**src/rtl/aes_spi_sequencer.sv**
```systemverilog
// aes_spi_sequencer: clk-domain SPI front end and start/done sequencer for the
// AES-128 core. Collects a 256-bit {plaintext, key} frame from an oversampled
// SPI port, fires one start pulse, waits for the core (with a timeout), and
// shifts the 128-bit cyphertext back out on sdo, MSB first.
module aes_spi_sequencer #(
   parameter int SYNC_STAGES = 2,
   parameter int TIMEOUT     = 1024
) (
   input  logic         clk,
   input  logic         reset,
   input  logic         sck,
   input  logic         sdi,
   input  logic         load,
   output logic         sdo,
   output logic         done,
   output logic         frame_err,
   output logic         aes_start,
   output logic [127:0] aes_key,
   output logic [127:0] aes_plaintext,
   input  logic         aes_done,
   input  logic [127:0] aes_cyphertext
);

   localparam int TW = $clog2(TIMEOUT + 1);

   typedef enum logic [2:0] {
      S_IDLE,
      S_RECV,
      S_START,
      S_WAIT,
      S_SEND
   } state_e;

   logic [SYNC_STAGES-1:0] sck_sync_q;
   logic [SYNC_STAGES-1:0] sdi_sync_q;
   logic [SYNC_STAGES-1:0] load_sync_q;
   logic                   sck_prev_q;
   logic                   load_prev_q;

   logic sck_s, sdi_s, load_s;
   logic sck_rise, sck_fall, load_rise, load_fall;

   state_e         state_q, state_d;
   logic [255:0]   frame_q, frame_d;
   logic [8:0]     bit_cnt_q, bit_cnt_d;
   logic [TW-1:0]  tmo_q, tmo_d;
   logic [127:0]   out_sr_q, out_sr_d;
   logic [127:0]   key_q, key_d;
   logic [127:0]   pt_q, pt_d;
   logic           err_q, err_d;

   // Bring the SPI pins into clk and keep a one-cycle-old copy for edge detection
   always_ff @(posedge clk) begin
      if (reset) begin
         sck_sync_q  <= '0;
         sdi_sync_q  <= '0;
         load_sync_q <= '0;
         sck_prev_q  <= 1'b0;
         load_prev_q <= 1'b0;
      end else begin
         sck_sync_q  <= {sck_sync_q[SYNC_STAGES-2:0], sck};
         sdi_sync_q  <= {sdi_sync_q[SYNC_STAGES-2:0], sdi};
         load_sync_q <= {load_sync_q[SYNC_STAGES-2:0], load};
         sck_prev_q  <= sck_sync_q[SYNC_STAGES-1];
         load_prev_q <= load_sync_q[SYNC_STAGES-1];
      end
   end

   assign sck_s     = sck_sync_q[SYNC_STAGES-1];
   assign sdi_s     = sdi_sync_q[SYNC_STAGES-1];
   assign load_s    = load_sync_q[SYNC_STAGES-1];
   assign sck_rise  = sck_s & ~sck_prev_q;
   assign sck_fall  = ~sck_s & sck_prev_q;
   assign load_rise = load_s & ~load_prev_q;
   assign load_fall = ~load_s & load_prev_q;

   // Next-state and output decode; load_fall wins over a coincident sck edge
   always_comb begin
      state_d   = state_q;
      frame_d   = frame_q;
      bit_cnt_d = bit_cnt_q;
      tmo_d     = tmo_q;
      out_sr_d  = out_sr_q;
      key_d     = key_q;
      pt_d      = pt_q;
      err_d     = err_q;
      aes_start = 1'b0;
      done      = 1'b0;
      sdo       = 1'b0;

      case (state_q)
         S_IDLE: begin
            if (load_rise) begin
               state_d   = S_RECV;
               bit_cnt_d = '0;
               err_d     = 1'b0;
            end
         end

         S_RECV: begin
            if (load_fall) begin
               if (bit_cnt_q == 9'd256) begin
                  state_d = S_START;
                  pt_d    = frame_q[255:128];
                  key_d   = frame_q[127:0];
               end else begin
                  state_d = S_IDLE;
                  err_d   = 1'b1;
               end
            end else if (sck_rise && (bit_cnt_q != 9'd256)) begin
               // Once 256 bits are in, later bits are dropped so the frame stays intact
               frame_d   = {frame_q[254:0], sdi_s};
               bit_cnt_d = bit_cnt_q + 9'd1;
            end
         end

         S_START: begin
            aes_start = 1'b1;
            tmo_d     = '0;
            state_d   = S_WAIT;
         end

         S_WAIT: begin
            // A done arriving on the final allowed cycle is still accepted
            if (aes_done) begin
               out_sr_d = aes_cyphertext;
               state_d  = S_SEND;
            end else if (tmo_q == TW'(TIMEOUT - 1)) begin
               state_d = S_IDLE;
               err_d   = 1'b1;
            end else begin
               tmo_d = tmo_q + TW'(1);
            end
         end

         S_SEND: begin
            done = 1'b1;
            sdo  = out_sr_q[127];
            if (load_rise) begin
               state_d   = S_RECV;
               out_sr_d  = '0;
               bit_cnt_d = '0;
               err_d     = 1'b0;
            end else if (sck_fall) begin
               // The MCU samples on sck rise, so advance to the next bit on the fall
               out_sr_d = {out_sr_q[126:0], 1'b0};
            end
         end

         default: begin
            state_d = S_IDLE;
         end
      endcase
   end

   // Control and output registers
   always_ff @(posedge clk) begin
      if (reset) begin
         state_q   <= S_IDLE;
         bit_cnt_q <= '0;
         tmo_q     <= '0;
         out_sr_q  <= '0;
         key_q     <= '0;
         pt_q      <= '0;
         err_q     <= 1'b0;
      end else begin
         state_q   <= state_d;
         bit_cnt_q <= bit_cnt_d;
         tmo_q     <= tmo_d;
         out_sr_q  <= out_sr_d;
         key_q     <= key_d;
         pt_q      <= pt_d;
         err_q     <= err_d;
      end
   end

   // Frame shift register; contents only matter once the bit counter says so
   always_ff @(posedge clk) begin
      frame_q <= frame_d;
   end

   assign aes_key       = key_q;
   assign aes_plaintext = pt_q;
   assign frame_err     = err_q;

endmodule

```
**config.mk**
```make
export PLATFORM = sky130hd
export DESIGN_NAME = aes_spi_sequencer
export DESIGN_NICKNAME = d
export VERILOG_FILES = /design/src/rtl/aes_spi_sequencer.sv
export SDC_FILE = /design/constraint.sdc
export NUM_CORES = 1
export LEC_CHECK = 0
export ABC_AREA = 1
export CAP_MARGIN = 10
export CORE_MARGIN = 2
export CORE_UTILIZATION = 25
export CTS_CLUSTER_SIZE = 40
export DETAILED_ROUTE_END_ITERATION = 8
export PLACE_DENSITY = 0.51
export SLEW_MARGIN = 20
export SYNTH_ARGS = -nofsm -noshare
export SYNTH_HDL_FRONTEND = slang
export SYNTH_SLANG_ARGS = --single-unit
```
**constraint.sdc**
```tcl
create_clock -name clk -period 15.7 [get_ports clk]
set_input_delay 2.355 -clock clk [delete_from_list [all_inputs] [get_ports clk]]
set_output_delay 2.355 -clock clk [all_outputs]
set_load 0.005 [all_outputs]
```
### Yosys cells after proc, flatten, opt, wreduce, memory -nomap -nowiden

Index checks and enable logic that the tools add are counted.

* add/subtract/negate cells: 2
* equality and inequality tests: 18
* mux-type cells: 26
* bitwise logic cells: 9
* reduce and logical (&&, ||, !) cells: 14

Operators with widths (number)
* $mux W128: 3
* $pmux W128 S2: 1
* $mux W9: 3
* $mux W11: 2
* $pmux W11 S2: 1
* $pmux W9 S2: 1
* $ne A2 B2 Y1 const B: 8
* $reduce_and A3 Y1: 5
* $mux W3: 4
* $pmux W3 S4: 1
* $add A11 B1 Y11 const B: 1
* $eq A11 B10 Y1 const B: 1
* $add A9 B1 Y9 const B: 1
* $eq A9 B9 Y1 const B: 1
* $ne A9 B9 Y1 const B: 1
* $mux W1: 8
* $eq A3 B2 Y1 const B: 2
* $ne A3 B3 Y1 const B: 2
* $reduce_and A6 Y1: 1
* $reduce_bool A2 Y1: 3
* $not A1 Y1: 5
* $and A1 B1 Y1: 4
* $reduce_and A4 Y1: 1
* $eq A3 B1 Y1 const B: 1
* other kinds (8): 8

* register bits: 672
* input port bits: 134
* logic and storage cells: 82

### Depth between registers and ports, before layout

* depth in word-level cells: 6
* gate-level depth with buffers: 11
* mapped depth without buffers: 11

### Least setup slack after synthesis

OpenSTA, ideal clock, no wires.

* path kind: reg-to-reg
* from: register bit_cnt_q[0]
* to: register frame_q[0], enable pin
* arrival time: 5862 ps
* required time: 15090 ps
* path slack: 9227 ps
* stages on the path, launching flop included: 8
* buffers on the path: 0
* clock period less this slack: 6473 ps
* cell sequence: dfxtp_1 -> inv_1 -> ha_1 -> nand2_1 -> nor2_1 -> nand2_1 -> nand3_1 -> inv_1

* cells in the longest elaborated chain, start to end: 3

Ends and longest elaborated chain
* from (decl): line 45 `logic [8:0] bit_cnt_q, bit_cnt_d;`
* from (signal assigned): line 168 `bit_cnt_q <= bit_cnt_d;`
* $ne A9 B9 Y1: line 110 `end else if (sck_rise && (bit_cnt_q != 9'd256)) begin`
* $logic_and A1 B1 Y1: line 110
* $reduce_and A3 Y1 (no line)
* to (signal assigned): line 179 `frame_q <= frame_d;`
* to (decl): line 44 `logic [255:0] frame_q, frame_d;`

No other way between the ends.
A chain may end at the register's enable or synchronous reset.

### Worst setup path after layout

* from: register state_q[2]
* to: output port sdo

* cells in the longest elaborated chain, start to end: 2

Ends and longest elaborated chain
* from (decl): line 43 `state_e state_q, state_d;`
* from (signal assigned): line 167 `state_q <= state_d;`
* $eq A3 B3 Y1: line 91 `case (state_q)`
* $mux W1: line 91
* to (decl): line 14 `output logic sdo,`

No other way between the ends.

==> out/metrics.yaml <==
placement:
  hpwl_um: 36780
  port_buffers: 393
  gp_congestion: 0.7637
  dpl.cell_count: 3855
cts:
  cts_htree_levels: 3
  root_buffer: "clkbuf_16"
  path_clk_slew_ns: 0.06
  cts.path.max_buffers: 3
  numCtsBuffers: 77
  postCtsSetupRepairBufs: 0
  insertion_delay_ns: 0.62
  ctsResizeCount: 0
  cts_tree: "done"
  hold_buffers: 0
  clock_sinks: 672
power_and_ir_drop:
  p_leak_nw: 10.52
  power.density_mw_per_mm2: 118.2
  peakVddDrop_mv: 0.07287
timing:
  max_freq_mhz: 176.8
  rsz0062_at_grt: "no"
  tightest_slew_ns: 1.076
  min_period_over_period_pct: 36.02
  setup_viol_count_final: 0
  report.final.slew_viol_count: 0
  hold_viol_final: 0
  clock_skew_ns: 0.01868
  finalCriticalPeriod_ns: 5.655
  hold_ws_ns: 0.4022
  slew_headroom_pct: 28.24
  finalSetupTns_ns: 0
floorplanning:
  coreArea_mm2: 0.09515
  initial_core_util_pct: 25.30
  ios: 394
  fp.dieW_um: 314.3
  dieArea_mm2: 0.09879
  die_h_um: 314.3
  rows: 113
min_path:
  hp-class: "flop to flop"
  hold_depth: 2
  min_from: "load_sync_q[0]"
  min_to: "load_sync_q[1]"
run:
  drv_cap: 0
drt:
  wl_per_cell_um: 15.06
  via_per_inst: 4.305
  via_count: 17215
  wl_um: 60240
  ant_nets: 0
  first_pass_iters: 7
  drc: 0
  initialDrtViolationCount: 1350
synthesis:
  yosysWarningCount: 0
  ys_seq_area_share_pct: 66.53
  synth.distinct_cells: 29
  synth_nets: 2493
  ys_ff_latch: 672
  syn-cell-area_mm2: 0.02407
  syn_avg_cell_area_um2: 10.22
  syn_inst: 2356
critical_path:
  critical_path_class: "flop to output port"
  required_ns: 13.35
  ff2ff_path_depth: 8
  reg2reg_to: "aes_key[46]"
  r2r_start: "state_q[2]"
  reg2reg_slack_ns: 12.01
  cp.arrival_ns: 3.30
  cp-start-kind: "flop"
  endpoint_kind: "output port"
  path_max_fanout: 71
global_routing:
  grt_pass1_vias: 16078
  grt_pass1_wl_um: 92400
  antenna_found_initial: 8
  grt_usage_pct: 11.75
  grt_max_degree: 262
  grt_overflow: 0
cells_and_area:
  post_route_cells_drive_above_1_share_pct: 5.452
  nets: 2808
  post_layout_nonfiller_instances: 3999
  area_delta_synth_final_pct: 30.70
  nFillCells: 9671
run_status:
  status: "completed"
[worst max-delay path: stages (launching register included)]
cell	delay, ns
dfxtp_4	0.90
inv_2	0.16
nor2_4	0.18
clkinv_2	0.59
nor2_1	0.28
clkdlybuf4s50_1	0.54
[routing by layer]
layer	track usage, %	vias to the layer above	part of all wire [%]	routed length [µm]
met3	4.144	92	8.0	4792
met1	16.03	7965	47	28060
li1	-	8716	-	-
met5	0	-	0.13	76
met4	4.045	12	2.2	1306
met2	17.17	430	43	26010
[state kept, by name (all words and copies together), names as in the netlist]
register / count
frame_err: 1
out_sr_q: 128
load_sync_q: 2
sck_sync_q: 2
aes_plaintext: 128
aes_key: 128
frame_q: 256
bit_cnt_q: 9
state_q: 3
tmo_q: 11
sdi_sync_q: 2
sck_prev_q: 1
load_prev_q: 1
[power by group]
group / switching, W / internal (W) / leakage [nW]
Sequential: 0.00000247 / 0.00180 / 5.66
Clock: 0.000721 / 0.00110 / 1.26
Combinational: 0.0000522 / 0.0000443 / 3.61
Total: 0.000776 / 0.00294 / 10.5
[metrics by stage]
stage / instance area (µm²) / setup WS (ns) / total power, W / utilization, %
after floorplan: 24070 / 9.227 / 0.001891 / -
after global placement: 28820 / 9.974 / 0.001942 / 30.29
after detailed placement: 28820 / 9.943 / 0.001942 / 30.29
after CTS: 31400 / 9.917 / 0.003787 / 33.00
after global routing: 31460 / 9.711 / 0.003863 / 33.06
final: 31460 / 10.05 / 0.003719 / 33.07
[layout make-up]
class,count,area (µm²),share of cell area (%)
Antenna cell,1,2.502,0.007953
Clock buffer,117,2260,7.182
Clock inverter,24,319.1,1.014
Inverter,303,1155,3.670
Multi-Input combinational cell,1209,6023,19.14
Sequential cell,672,16020,50.91
Tap cell,1265,1583,5.030
Timing Repair Buffer,408,4103,13.04
[layout by cell type, fill, tap and decap left out, types with 3 or more instances in the layout]
cell / Yosys / routed
a21oi_1: 279 / 279
a31oi_1: 126 / 126
buf_4: 18 / 11
bufinv_16: 0 / 6
clkbuf_1: 70 / 24
clkbuf_16: 0 / 79
clkbuf_8: 0 / 14
clkdlybuf4s50_1: 0 / 393
clkinv_2: 0 / 9
clkinv_4: 0 / 3
dfxtp_1: 416 / 415
edfxtp_1: 256 / 256
ha_1: 3 / 3
inv_1: 300 / 297
inv_6: 0 / 3
nand2_1: 190 / 190
nand2_2: 5 / 4
nand3_1: 150 / 150
nor2_1: 46 / 46
nor2_4: 4 / 4
o21ai_0: 330 / 330
o21ai_1: 64 / 64
[worst max path at each step]
stage                       from           end  slack (ns)  cells past startpoint
finish                state_q[2]           sdo       10.05                      5
floorplan           bit_cnt_q[0]    frame_q[0]        9.23                      7
global placement           reset  aes_key[118]        9.97                      7
global route          state_q[2]           sdo        9.71                      5
detailed placement         reset   aes_key[46]        9.94                      7
CTS                   state_q[2]           sdo        9.92                      5
[synthesized netlist by cell type (all sizes together)]
cell type	count	share of area [%]
a31oi	126	3.3
nor3b	1	0.031
nor2	50	0.90
clkbuf	77	1.2
nand3	151	3.2
edfxtp	256	32
dfxtp	416	35
inv	303	4.7
xor2	2	0.073
ha	3	0.16
nor3	2	0.042
buf	95	2.5
a211oi	1	0.031
a32oi	1	0.036
a21o	1	0.031
a21oi	279	5.8
nand2	195	3.1
nand4	3	0.14
o21ai	394	8.2
[cell families after synthesis]
group | Yosys count | synth area share [%]
compound gates | 802 | 17.36
flops | 672 | 66.53
simple gates | 402 | 7.370
fa+ha+maj | 3 | 0.1559
buf+inv | 475 | 8.508
xor+xnor | 2 | 0.07278
Note: power is estimated with default switching activity, not from simulation.
